[config.mk]
export PLATFORM = sky130hd
export DESIGN_NAME = sfd_receiver
export DESIGN_NICKNAME = d
export VERILOG_FILES = /design/src/rtl/sfd_receiver.sv
export SDC_FILE = /design/constraint.sdc
export NUM_CORES = 1
export LEC_CHECK = 0
export CAP_MARGIN = 10
export CORE_MARGIN = 2
export CORE_UTILIZATION = 25
export CTS_CLUSTER_SIZE = 10
export DETAILED_ROUTE_END_ITERATION = 8
export DONT_BUFFER_PORTS = 1
export HOLD_SLACK_MARGIN = 0.06
export PLACE_DENSITY = 0.46
export SETUP_SLACK_MARGIN = 0.1
export SLEW_MARGIN = 20
export SYNTH_ARGS = -nofsm -noshare
export SYNTH_HDL_FRONTEND = slang
export SYNTH_SLANG_ARGS = --single-unit
export TNS_END_PERCENT = 10
[constraint.sdc]
create_clock -name clk -period 1.91 [get_ports clk]
set_input_delay 0.382 -clock clk [delete_from_list [all_inputs] [get_ports clk]]
set_output_delay 0.382 -clock clk [all_outputs]
set_load 0.01 [all_outputs]
[src/rtl/sfd_receiver.sv]
// Serial frame receiver: hunts for the SFD, then deserialises data_len bits LSB first.
// Latency: sfd_det the cycle after the last SFD bit; dout_valid the cycle after the last data bit.
// Backpressure: none; the line is sampled every clk and each word is presented as a one-cycle strobe.
module sfd_receiver #(
   parameter int unsigned              data_len      = 8,
   parameter int unsigned              sfd_len_limit = 8,
   parameter logic [sfd_len_limit-1:0] sfd           = 8'b11010101
) (
   input  logic                clk,
   input  logic                reset,
   input  logic                rx,
   output logic [data_len-1:0] dout,
   output logic                dout_valid,
   output logic                sfd_det,
   output logic                rx_busy,
   output logic [15:0]         frame_cnt
);

   localparam int unsigned     CW       = $clog2(data_len + 1);
   localparam logic [CW-1:0]   LAST_BIT = CW'(data_len - 1);

   typedef enum logic {HUNT, DATA} state_t;

   state_t                     state_q, state_d;
   logic [sfd_len_limit-1:0]   hs_q, hs_d;
   logic [data_len-1:0]        ds_q, ds_d;
   logic [CW-1:0]              cnt_q, cnt_d;
   logic [data_len-1:0]        dout_q, dout_d;
   logic                       dout_valid_q, dout_valid_d;
   logic                       sfd_det_q, sfd_det_d;
   logic                       rx_busy_q, rx_busy_d;
   logic [15:0]                frame_cnt_q, frame_cnt_d;

   // Shifted-in views of the line; the newest bit enters at the MSB so bit 0 is the oldest.
   logic [sfd_len_limit-1:0]   hs_next;
   logic [data_len-1:0]        ds_next;

   // Next-state and output logic: hunt for the delimiter, then collect one word.
   always_comb begin
      hs_next      = sfd_len_limit'({rx, hs_q} >> 1);
      ds_next      = data_len'({rx, ds_q} >> 1);
      state_d      = state_q;
      hs_d         = hs_q;
      ds_d         = ds_q;
      cnt_d        = cnt_q;
      dout_d       = dout_q;
      dout_valid_d = 1'b0;
      sfd_det_d    = 1'b0;
      rx_busy_d    = rx_busy_q;
      frame_cnt_d  = frame_cnt_q;
      case (state_q)
         HUNT: begin
            hs_d = hs_next;
            if (hs_next == sfd) begin
               sfd_det_d = 1'b1;
               state_d   = DATA;
               cnt_d     = '0;
               rx_busy_d = 1'b1;
            end
         end
         DATA: begin
            // The line is not searched here: a payload equal to the SFD is just data.
            ds_d  = ds_next;
            cnt_d = cnt_q + 1'b1;
            if (cnt_q == LAST_BIT) begin
               dout_d       = ds_next;
               dout_valid_d = 1'b1;
               frame_cnt_d  = frame_cnt_q + 16'd1;
               rx_busy_d    = 1'b0;
               state_d      = HUNT;
               cnt_d        = '0;
               // Clearing the hunt shifter keeps data-tail bits out of the next match.
               hs_d         = '0;
            end
         end
         default: state_d = HUNT;
      endcase
   end

   // State and output registers; reset discards any partial word.
   always_ff @(posedge clk) begin
      if (reset) begin
         state_q      <= HUNT;
         hs_q         <= '0;
         ds_q         <= '0;
         cnt_q        <= '0;
         dout_q       <= '0;
         dout_valid_q <= 1'b0;
         sfd_det_q    <= 1'b0;
         rx_busy_q    <= 1'b0;
         frame_cnt_q  <= '0;
      end else begin
         state_q      <= state_d;
         hs_q         <= hs_d;
         ds_q         <= ds_d;
         cnt_q        <= cnt_d;
         dout_q       <= dout_d;
         dout_valid_q <= dout_valid_d;
         sfd_det_q    <= sfd_det_d;
         rx_busy_q    <= rx_busy_d;
         frame_cnt_q  <= frame_cnt_d;
      end
   end

   assign dout       = dout_q;
   assign dout_valid = dout_valid_q;
   assign sfd_det    = sfd_det_q;
   assign rx_busy    = rx_busy_q;
   assign frame_cnt  = frame_cnt_q;

endmodule

======== Word-level counts from Yosys, hierarchy flattened ========
Index checks and enable logic that the tools add are counted.
word-level totals
  ROM bits ................................ 0
  register bits ........................... 48
  bits of input ports ..................... 3
  memory bits (writable) .................. 0
  latch bits .............................. 0
  output and inout bits ................... 27
  memories ................................ 0
  logic and storage cells ................. 32
cells by class
  reductions and logical operators ........ 4
  shift operators ......................... 0
  equality and inequality tests ........... 4
  div/mod/pow operators ................... 0
  $lt $le $gt $ge ......................... 0
  $mul .................................... 0
  add/subtract/negate cells ............... 2
  muxes and demuxes ....................... 12
  bitwise logic cells ..................... 1
operators by type and width
  operator                 count
  $add A16 B1 Y16 const B  1
  $pmux W8 S2              1
  $eq A8 B8 Y1 const B     1
  $mux W4                  2
  $mux W8                  1
  $pmux W4 S2              1
  $mux W1                  5
  $add A4 B1 Y4 const B    1
  $eq A4 B3 Y1 const B     1
  $pmux W1 S2              2
  $reduce_and A2 Y1        2
  $reduce_or A2 Y1         2
  $ne A2 B1 Y1 const B     1
  $ne A2 B2 Y1 const B     1
  $not A1 Y1               1

======== Longest topological paths before layout ========
Gate-level depths: netlist of the first run.
  depth after elaboration ................. 3
  depth in mapped cells ................... 6
  gate-level depth less buffers ........... 5

======== Worst setup path before layout of the first run ========
Ideal clock, no wire load.
  kind .................................... register to register
  start ................................... reg cnt_q[0]
  end ..................................... reg frame_cnt_q[14], in the netlist frame_cnt[14]
  data required time ...................... 1840 ps
  clock period less this slack ............ 1592 ps
  stages on the path, launching flop included .. 7
  buffers on the path ..................... 1
  setup time .............................. 70 ps
  slack ................................... 318 ps
  arrival ................................. 1522 ps
  cells stage by stage .................... dfxtp_1 ha_1 and4b_1 buf_6 nand4_4 or4_1 a21oi_1
between the ends
  cells in the longest elaborated chain, start to end .. 2
RTL lines
  item                         RTL line  source
  start: declaration           27        logic [CW-1:0] cnt_q, cnt_d;
  start signal: assignment     96        cnt_q <= cnt_d;
  $eq A4 B3 Y1                 65        if (cnt_q == LAST_BIT) begin
  $reduce_and A2 Y1 (no line)  n/a
  end signal: assignment       101       frame_cnt_q <= frame_cnt_d;
  end: declaration             32        logic [15:0] frame_cnt_q, frame_cnt_d;
Every way passes these cells.
A chain may end at the register's enable or synchronous reset.

======== Worst setup path in the final report of the first run ========
Ends and elaborated chain as after synthesis.

==> results of run 1 <==
==> per-layer routing <==
metal	routed length, um	GRT usage [%]
met5	0	0
met3	288	4.16
met2	1620	14.5
met1	1740	12.2
met4	59	4.48
==> final timing paths <==
check,start,depth (start not counted),slack (ns),to
max,cnt_q[0]$_SDFFE_PP0P_,5,0.20,frame_cnt[14]$_SDFFE_PP0P_
min,reset,1,0.15,frame_cnt[10]$_SDFFE_PP0P_
max reg2reg,cnt_q[0]$_SDFFE_PP0P_,5,0.20,frame_cnt[14]$_SDFFE_PP0P_
min reg2reg,ds_q[1]$_SDFFE_PP0P_,2,0.45,dout[0]$_SDFFE_PP0P_
==> cells by family after synthesis <==
kind of cell             after synthesis
AND/OR/NAND/NOR                       83
flip-flops                            46
AO/OA/AOI/OAI                         35
buffers and inverters                 11
XOR/XNOR                              10
multiplexers                           7
adder cells (fa/ha/maj)                2
==> state kept, by name, indices dropped and copies added (netlist names) <==
| name | count |
|---|---|
| frame_cnt | 16 |
| dout | 8 |
| ds_q | 7 |
| hs_q | 7 |
| cnt_q | 4 |
| dout_valid | 1 |
| rx_busy | 1 |
| sfd_det | 1 |
| state_q | 1 |
==> power by group through the flow <==
stage / Clock (mW) / Sequential (mW) / Combinational (mW)
5_1_grt: 0.766 / 0.964 / 0.0126
3_5_place_dp: 0 / 0.986 / 0.0110
3_3_place_gp: 0 / 0.986 / 0.0109
4_1_cts: 0.727 / 0.964 / 0.0110
6_report: 0.707 / 0.964 / 0.0110
2_1_floorplan: 0 / 0.986 / 0.0179
==> timing repair <==
action                                 CTS  global route
buffers inserted                         0             1
hold buffers                             0             0
gates resized for setup                  0             2
setup endpoints to repair                0             5
endpoints found under the hold margin    0             0
==> through the flow <==
stage / power (mW) / hold WS (ns) / area, um^2 / setup WS, ns / utilization [%]
after CTS: 1.70 / 0.135 / 2080 / 0.120 / 29.2
after floorplan: 1.00 / 0.431 / 1810 / 0.318 / -
final: 1.68 / 0.147 / 2090 / 0.203 / 29.3
after global placement: 0.997 / 0.439 / 1980 / 0.179 / 27.7
after global routing: 1.74 / 0.132 / 2090 / 0.114 / 29.3
after detailed placement: 0.997 / 0.454 / 1980 / 0.156 / 27.7
==> cells in the mapped netlist (all sizes together) <==
| cell type | number | share of area [%] |
|---|---|---|
| a21oi | 19 | 5.2 |
| a22o | 9 | 4.3 |
| and2 | 4 | 1.4 |
| and3 | 2 | 0.69 |
| and4 | 2 | 0.97 |
| and4b | 1 | 0.55 |
| buf | 5 | 1.8 |
| clkbuf | 5 | 1.0 |
| dfxtp | 46 | 51 |
| ha | 2 | 1.4 |
| inv | 1 | 0.21 |
| mux2i | 7 | 3.9 |
| nand2 | 24 | 5.0 |
| nand2b | 1 | 0.35 |
| nand3 | 7 | 1.9 |
| nand3b | 3 | 1.2 |
| nand4 | 8 | 3.9 |
| nand4b | 1 | 0.48 |
| nor2 | 20 | 4.1 |
| nor2b | 1 | 0.35 |
| nor3 | 1 | 0.28 |
| nor4 | 1 | 0.35 |
| nor4bb | 1 | 0.55 |
| o21a | 1 | 0.41 |
| o21ai | 5 | 1.4 |
| o31ai | 1 | 0.41 |
| or3 | 5 | 1.7 |
| or4 | 1 | 0.41 |
| xnor2 | 3 | 1.4 |
| xor2 | 7 | 3.4 |
==> critical path: stages (launching register included) <==
cell and delay, ns:
dfxtp_1 0.38, ha_2 0.23, and4b_2 0.35, nand4_4 0.13, or4_1 0.41, a21oi_1 0.14
==> layout make-up <==
type / instances / area [um^2] / area share, %
clock inverter: 1 / 30.0 / 1.43
timing repair buffer: 13 / 97.6 / 4.66
inverter: 1 / 3.75 / 0.179
multi-input combinational: 137 / 841 / 40.2
tap: 99 / 124 / 5.92
sequential: 46 / 921 / 44.0
clock buffer: 7 / 76.3 / 3.65
==> impl_metrics.env, run 1 <==
export IMPL_drive_above_1_share_pct=11.2
export IMPL_irDropWorstVdd_uv=289
export IMPL_die_area_um2=7950
export IMPL_switching_share_pct=19.2
export IMPL_crit_required_ns=2.14
export IMPL_cts_sinks=46
export IMPL_cts_made_buffers=5
export IMPL_tritoncts="done"
export IMPL_synth_cells=194
export IMPL_criticalPathCategory="flip-flop to flip-flop"
export IMPL_via_per_inst=4.51
export IMPL_tns_ns=0
export IMPL_grtUsageTotal_pct=9.74
export IMPL_antenna_found_initial=0
export IMPL_seqPwrFrac_pct=57.3
export IMPL_grt_max_degree=38
export IMPL_final_cell_mix="46 x dfxtp_1, 24 x nand2_1, 20 x nor2_1"
export IMPL_setup_viol=0
export IMPL_skew_ns=0.00775
export IMPL_yosysWarnings=0
export IMPL_initial_core_util_pct=25.4
export IMPL_nets=209
export IMPL_worst_pin_slew_ns=0.350
export IMPL_synth_mux_area_fraction_pct=3.86
export IMPL_grt_pass1_vias=1233
export IMPL_drt_first_iter_violations=55
export IMPL_syn_nets=199
export IMPL_syn_area_um2=1810
export IMPL_startpoint_type="flip-flop"
export IMPL_rsz0062_at_grt="no"
export IMPL_hp_class="input pin to flip-flop"
export IMPL_clk_pin_slew_ns=0.08
export IMPL_pwr_share_comb_pct=0.7
export IMPL_hpwl_um=2510
export IMPL_cp_arrival_ns=1.94
export IMPL_ios=30
export IMPL_ant_nets=0
export IMPL_switchingPower_mw=0.323
export IMPL_synth_top_family_by_area="simple AND/OR/NAND/NOR gates"
export IMPL_dr_pass1_iters=4
export IMPL_synth_seq_cells=46
export IMPL_synth_simple_gate_area_share_pct=24.3
export IMPL_synth_compound_area_share_pct=11.8
export IMPL_hold_violations=0
export IMPL_cap_violations=0
export IMPL_htree_levels=2
export IMPL_place_inst=295
export IMPL_syn_to_final_growth_pct=15.5
export IMPL_ys_types=35
export IMPL_p_leak_nw=0.747
export IMPL_clock_power_share_pct=42.0
export IMPL_core_area_um2=7140
export IMPL_finalNonFillerCells=304
export IMPL_fp_dieH_um=89.2
export IMPL_drt_wirelength_per_cell_um=12.2
export IMPL_yosys_area_share_xor_xnor_pct=4.83
export IMPL_clock_root_buffer="clkbuf_8"
export IMPL_max_clock_freq_ghz=0.586
export IMPL_end_kind="flip-flop"
export IMPL_antennaDiodeCount=0
export IMPL_outcome="completed"
export IMPL_route_vias_total=1372
export IMPL_fin_crit_sh_pct=89.4
export IMPL_place_congestion=0.716
export IMPL_internal_power_mw=1.36
export IMPL_clk_latency_ns=0.30
export IMPL_finalCriticalPeriod_ns=1.71
export IMPL_slew_violations=0
export IMPL_rows=31
export IMPL_cts_max_path_buffers=2
export IMPL_fillers=785
export IMPL_grt_overflow_total=0
export IMPL_die_w_um=89.2
export IMPL_synthAdderAreaFrac_pct=1.38
export IMPL_syn_area_per_cell_um2=9.35
export IMPL_p_per_area_nw_per_um2=803
export IMPL_relSlewSlack_pct=76.6
export IMPL_drc=0
export IMPL_final_common_cell="dfxtp_1"
export IMPL_grt_first_pass_wirelength_um=5900
export IMPL_path_max_fanout=7
export IMPL_seq_area_frac_synth_pct=50.8
export IMPL_wl_um=3720
export IMPL_io_buffers=0
Power figures use the tool's default switching activity.
==> run 2: changes to the inputs <==
--- a/config.mk
+++ b/config.mk
@@ -5,6 +5,7 @@
 export SDC_FILE = /design/constraint.sdc
 export NUM_CORES = 1
 export LEC_CHECK = 0
+export ABC_AREA = 0
 export CAP_MARGIN = 10
 export CORE_MARGIN = 2
 export CORE_UTILIZATION = 25
@@ -14,7 +15,7 @@
 export HOLD_SLACK_MARGIN = 0.06
 export PLACE_DENSITY = 0.46
 export SETUP_SLACK_MARGIN = 0.1
-export SLEW_MARGIN = 20
+export SLEW_MARGIN = 10
 export SYNTH_ARGS = -nofsm -noshare
 export SYNTH_HDL_FRONTEND = slang
 export SYNTH_SLANG_ARGS = --single-unit
==> results of run 2 <==
No change in the layout: final DEF, timing and power equal those of run 1.
==> run 3: changes to the inputs <==
--- a/config.mk
+++ b/config.mk
@@ -8,12 +8,12 @@
 export ABC_AREA = 0
 export CAP_MARGIN = 10
 export CORE_MARGIN = 2
-export CORE_UTILIZATION = 25
+export CORE_UTILIZATION = 35
 export CTS_CLUSTER_SIZE = 10
 export DETAILED_ROUTE_END_ITERATION = 8
 export DONT_BUFFER_PORTS = 1
 export HOLD_SLACK_MARGIN = 0.06
-export PLACE_DENSITY = 0.46
+export PLACE_DENSITY = 0.57
 export SETUP_SLACK_MARGIN = 0.1
 export SLEW_MARGIN = 10
 export SYNTH_ARGS = -nofsm -noshare
==> impl_metrics.env, run 3 (synthesis gave the netlist of run 1 again) <==
export IMPL_outcome="completed"
export IMPL_cpMaxStageDelayCell="or4_1"
export IMPL_worst_r2r_path_depth=5
export IMPL_fp_dieH_um=76.0
export IMPL_antenna_found_initial=0
export IMPL_holdCritStartpoint="reset"
export IMPL_utilization_pct=40.1
export IMPL_clk_latency_ns=0.29
export IMPL_hold_path_end="frame_cnt[13]$_SDFFE_PP0P_"
export IMPL_cap_violations=0
export IMPL_cts_made_buffers=5
export IMPL_irDropWorstVdd_uv=580
export IMPL_internal_power_mw=1.23
export IMPL_worst_pin_slew_ns=0.345
export IMPL_p_leak_nw=0.729
export IMPL_via_per_inst=5.00
export IMPL_hpwl_um=2300
export IMPL_largest_reg_flops=16
export IMPL_drt_first_iter_violations=31
export IMPL_hold_buffers=0
export IMPL_finalCriticalPeriod_ns=1.67
export IMPL_clock_root_buffer="clkbuf_8"
export IMPL_cts_sinks=46
export IMPL_max_clock_freq_ghz=0.599
export IMPL_hp_class="input pin to flip-flop"
export IMPL_cp_arrival_ns=1.90
export IMPL_dr_pass1_iters=4
export IMPL_fillers=513
export IMPL_rows=26
export IMPL_p_per_area_nw_per_um2=764
export IMPL_cts_max_path_buffers=2
export IMPL_final_cell_mix="46 x dfxtp_1, 24 x nand2_1, 20 x nor2_1"
export IMPL_grt_overflow_total=0
export IMPL_hold_violations=0
export IMPL_wl_um=3350
export IMPL_setup_viol=0
export IMPL_tns_ns=0
export IMPL_holdPathStages=1
export IMPL_route_vias_total=1366
export IMPL_place_congestion=0.727
export IMPL_final_common_cell="dfxtp_1"
export IMPL_io_buffers=0
export IMPL_antennaDiodeCount=0
export IMPL_crit_required_ns=2.14
export IMPL_clk_pin_slew_ns=0.08
export IMPL_total_power_mw=1.54
export IMPL_seqPwrFrac_pct=62.4
export IMPL_pwr_share_comb_pct=0.7
export IMPL_skew_ns=0.00410
export IMPL_core_area_um2=5040
export IMPL_grtUsageTotal_pct=12.5
export IMPL_die_w_um=76.0
export IMPL_initial_core_util_pct=36.0
export IMPL_end_kind="flip-flop"
export IMPL_r2r_setup_slack_ns=0.24
export IMPL_fin_crit_sh_pct=87.4
export IMPL_grt_max_degree=38
export IMPL_drt_wirelength_per_cell_um=12.3
export IMPL_tritoncts="done"
export IMPL_slew_violations=0
export IMPL_grt_first_pass_wirelength_um=5980
export IMPL_startpoint_type="flip-flop"
export IMPL_relSlewSlack_pct=77.0
export IMPL_ant_nets=0
export IMPL_rsz0062_at_grt="no"
export IMPL_switching_share_pct=20.7
export IMPL_cpPeakStageDelay_ns=0.41
export IMPL_clock_power_share_pct=36.9
export IMPL_htree_levels=2
export IMPL_place_inst=263
export IMPL_path_max_fanout=6
export IMPL_syn_to_final_growth_pct=11.5
export IMPL_nets=207
export IMPL_grt_pass1_vias=1302
export IMPL_criticalPathCategory="flip-flop to flip-flop"
export IMPL_finalNonFillerCells=273
export IMPL_switchingPower_mw=0.319
export IMPL_crit_chain="ha_2 -> and4b_2 -> nand4_4 -> or4_1 -> a21oi_1"
export IMPL_reg2reg_to="frame_cnt[14]$_SDFFE_PP0P_"
export IMPL_ios=30
export IMPL_drc=0
export IMPL_r2r_start="cnt_q[0]$_SDFFE_PP0P_"
export IMPL_die_area_um2=5770
export IMPL_drive_above_1_share_pct=10.8
==> run 3: power groups by stage <==
stage | Combinational (mW) | Clock, mW | Sequential, mW
2_1_floorplan | 0.0179 | 0 | 0.986
3_3_place_gp | 0.0107 | 0 | 0.986
3_5_place_dp | 0.0109 | 0 | 0.986
4_1_cts | 0.0107 | 0.599 | 0.964
5_1_grt | 0.0119 | 0.633 | 0.964
6_report | 0.0106 | 0.570 | 0.964
==> run 3: what timing repair did <==
| action | in CTS | in global routing |
|---|---|---|
| buffers inserted | 0 | 2 |
| setup endpoints to repair | 1 | 4 |
| resized for setup | 1 | 1 |
| pin swaps | 0 | 1 |
==> run 3: worst max path at each step <==
stage | startpoint | to | cells past startpoint
floorplan | cnt_q[0]$_SDFFE_PP0P_ | frame_cnt[14]$_SDFFE_PP0P_ | 6
global placement | cnt_q[0]$_SDFFE_PP0P_ | frame_cnt[14]$_SDFFE_PP0P_ | 5
detailed placement | cnt_q[0]$_SDFFE_PP0P_ | frame_cnt[14]$_SDFFE_PP0P_ | 5
CTS | cnt_q[0]$_SDFFE_PP0P_ | frame_cnt[14]$_SDFFE_PP0P_ | 5
global route | cnt_q[0]$_SDFFE_PP0P_ | frame_cnt[14]$_SDFFE_PP0P_ | 5
finish | cnt_q[0]$_SDFFE_PP0P_ | frame_cnt[14]$_SDFFE_PP0P_ | 5
==> run 3: area by class of cell <==
cell class,count,area [um^2],share of cell area [%]
Tap cell,70,87.6,4.33
Inverter,1,3.75,0.186
Multi-Input combinational cell,137,841,41.6
Clock buffer,6,72.6,3.59
Sequential cell,46,921,45.5
Clock inverter,2,13.8,0.681
Timing Repair Buffer,11,82.6,4.08
==> run 3: layer usage <==
metal	part of all wire (%)	vias up	routed length, um	global-route usage (%)
li1	-	697	-	-
met1	47	635	1580	15.9
met2	45	30	1520	19.9
met3	6.1	4	203	4.38
met4	1.2	0	40	3.82
met5	0	-	0	0
==> run 3: critical path, delay by kind of cell, from the launching register on <==
family / cells / cell delay, ns
adders and majority gates: 1 / 0.22
and+or+nand+nor: 3 / 0.87
DFF: 1 / 0.38
AOI/OAI and AO/OA: 1 / 0.14
==> run 3: through the flow <==
step / hold WS (ns) / setup WS (ns) / area, um^2
floorplan: 0.431 / 0.318 / 1810
global placement: 0.450 / 0.163 / 1920
detailed placement: 0.452 / 0.120 / 1920
CTS: 0.137 / 0.176 / 2000
global route: 0.134 / 0.113 / 2020
finish: 0.155 / 0.240 / 2020
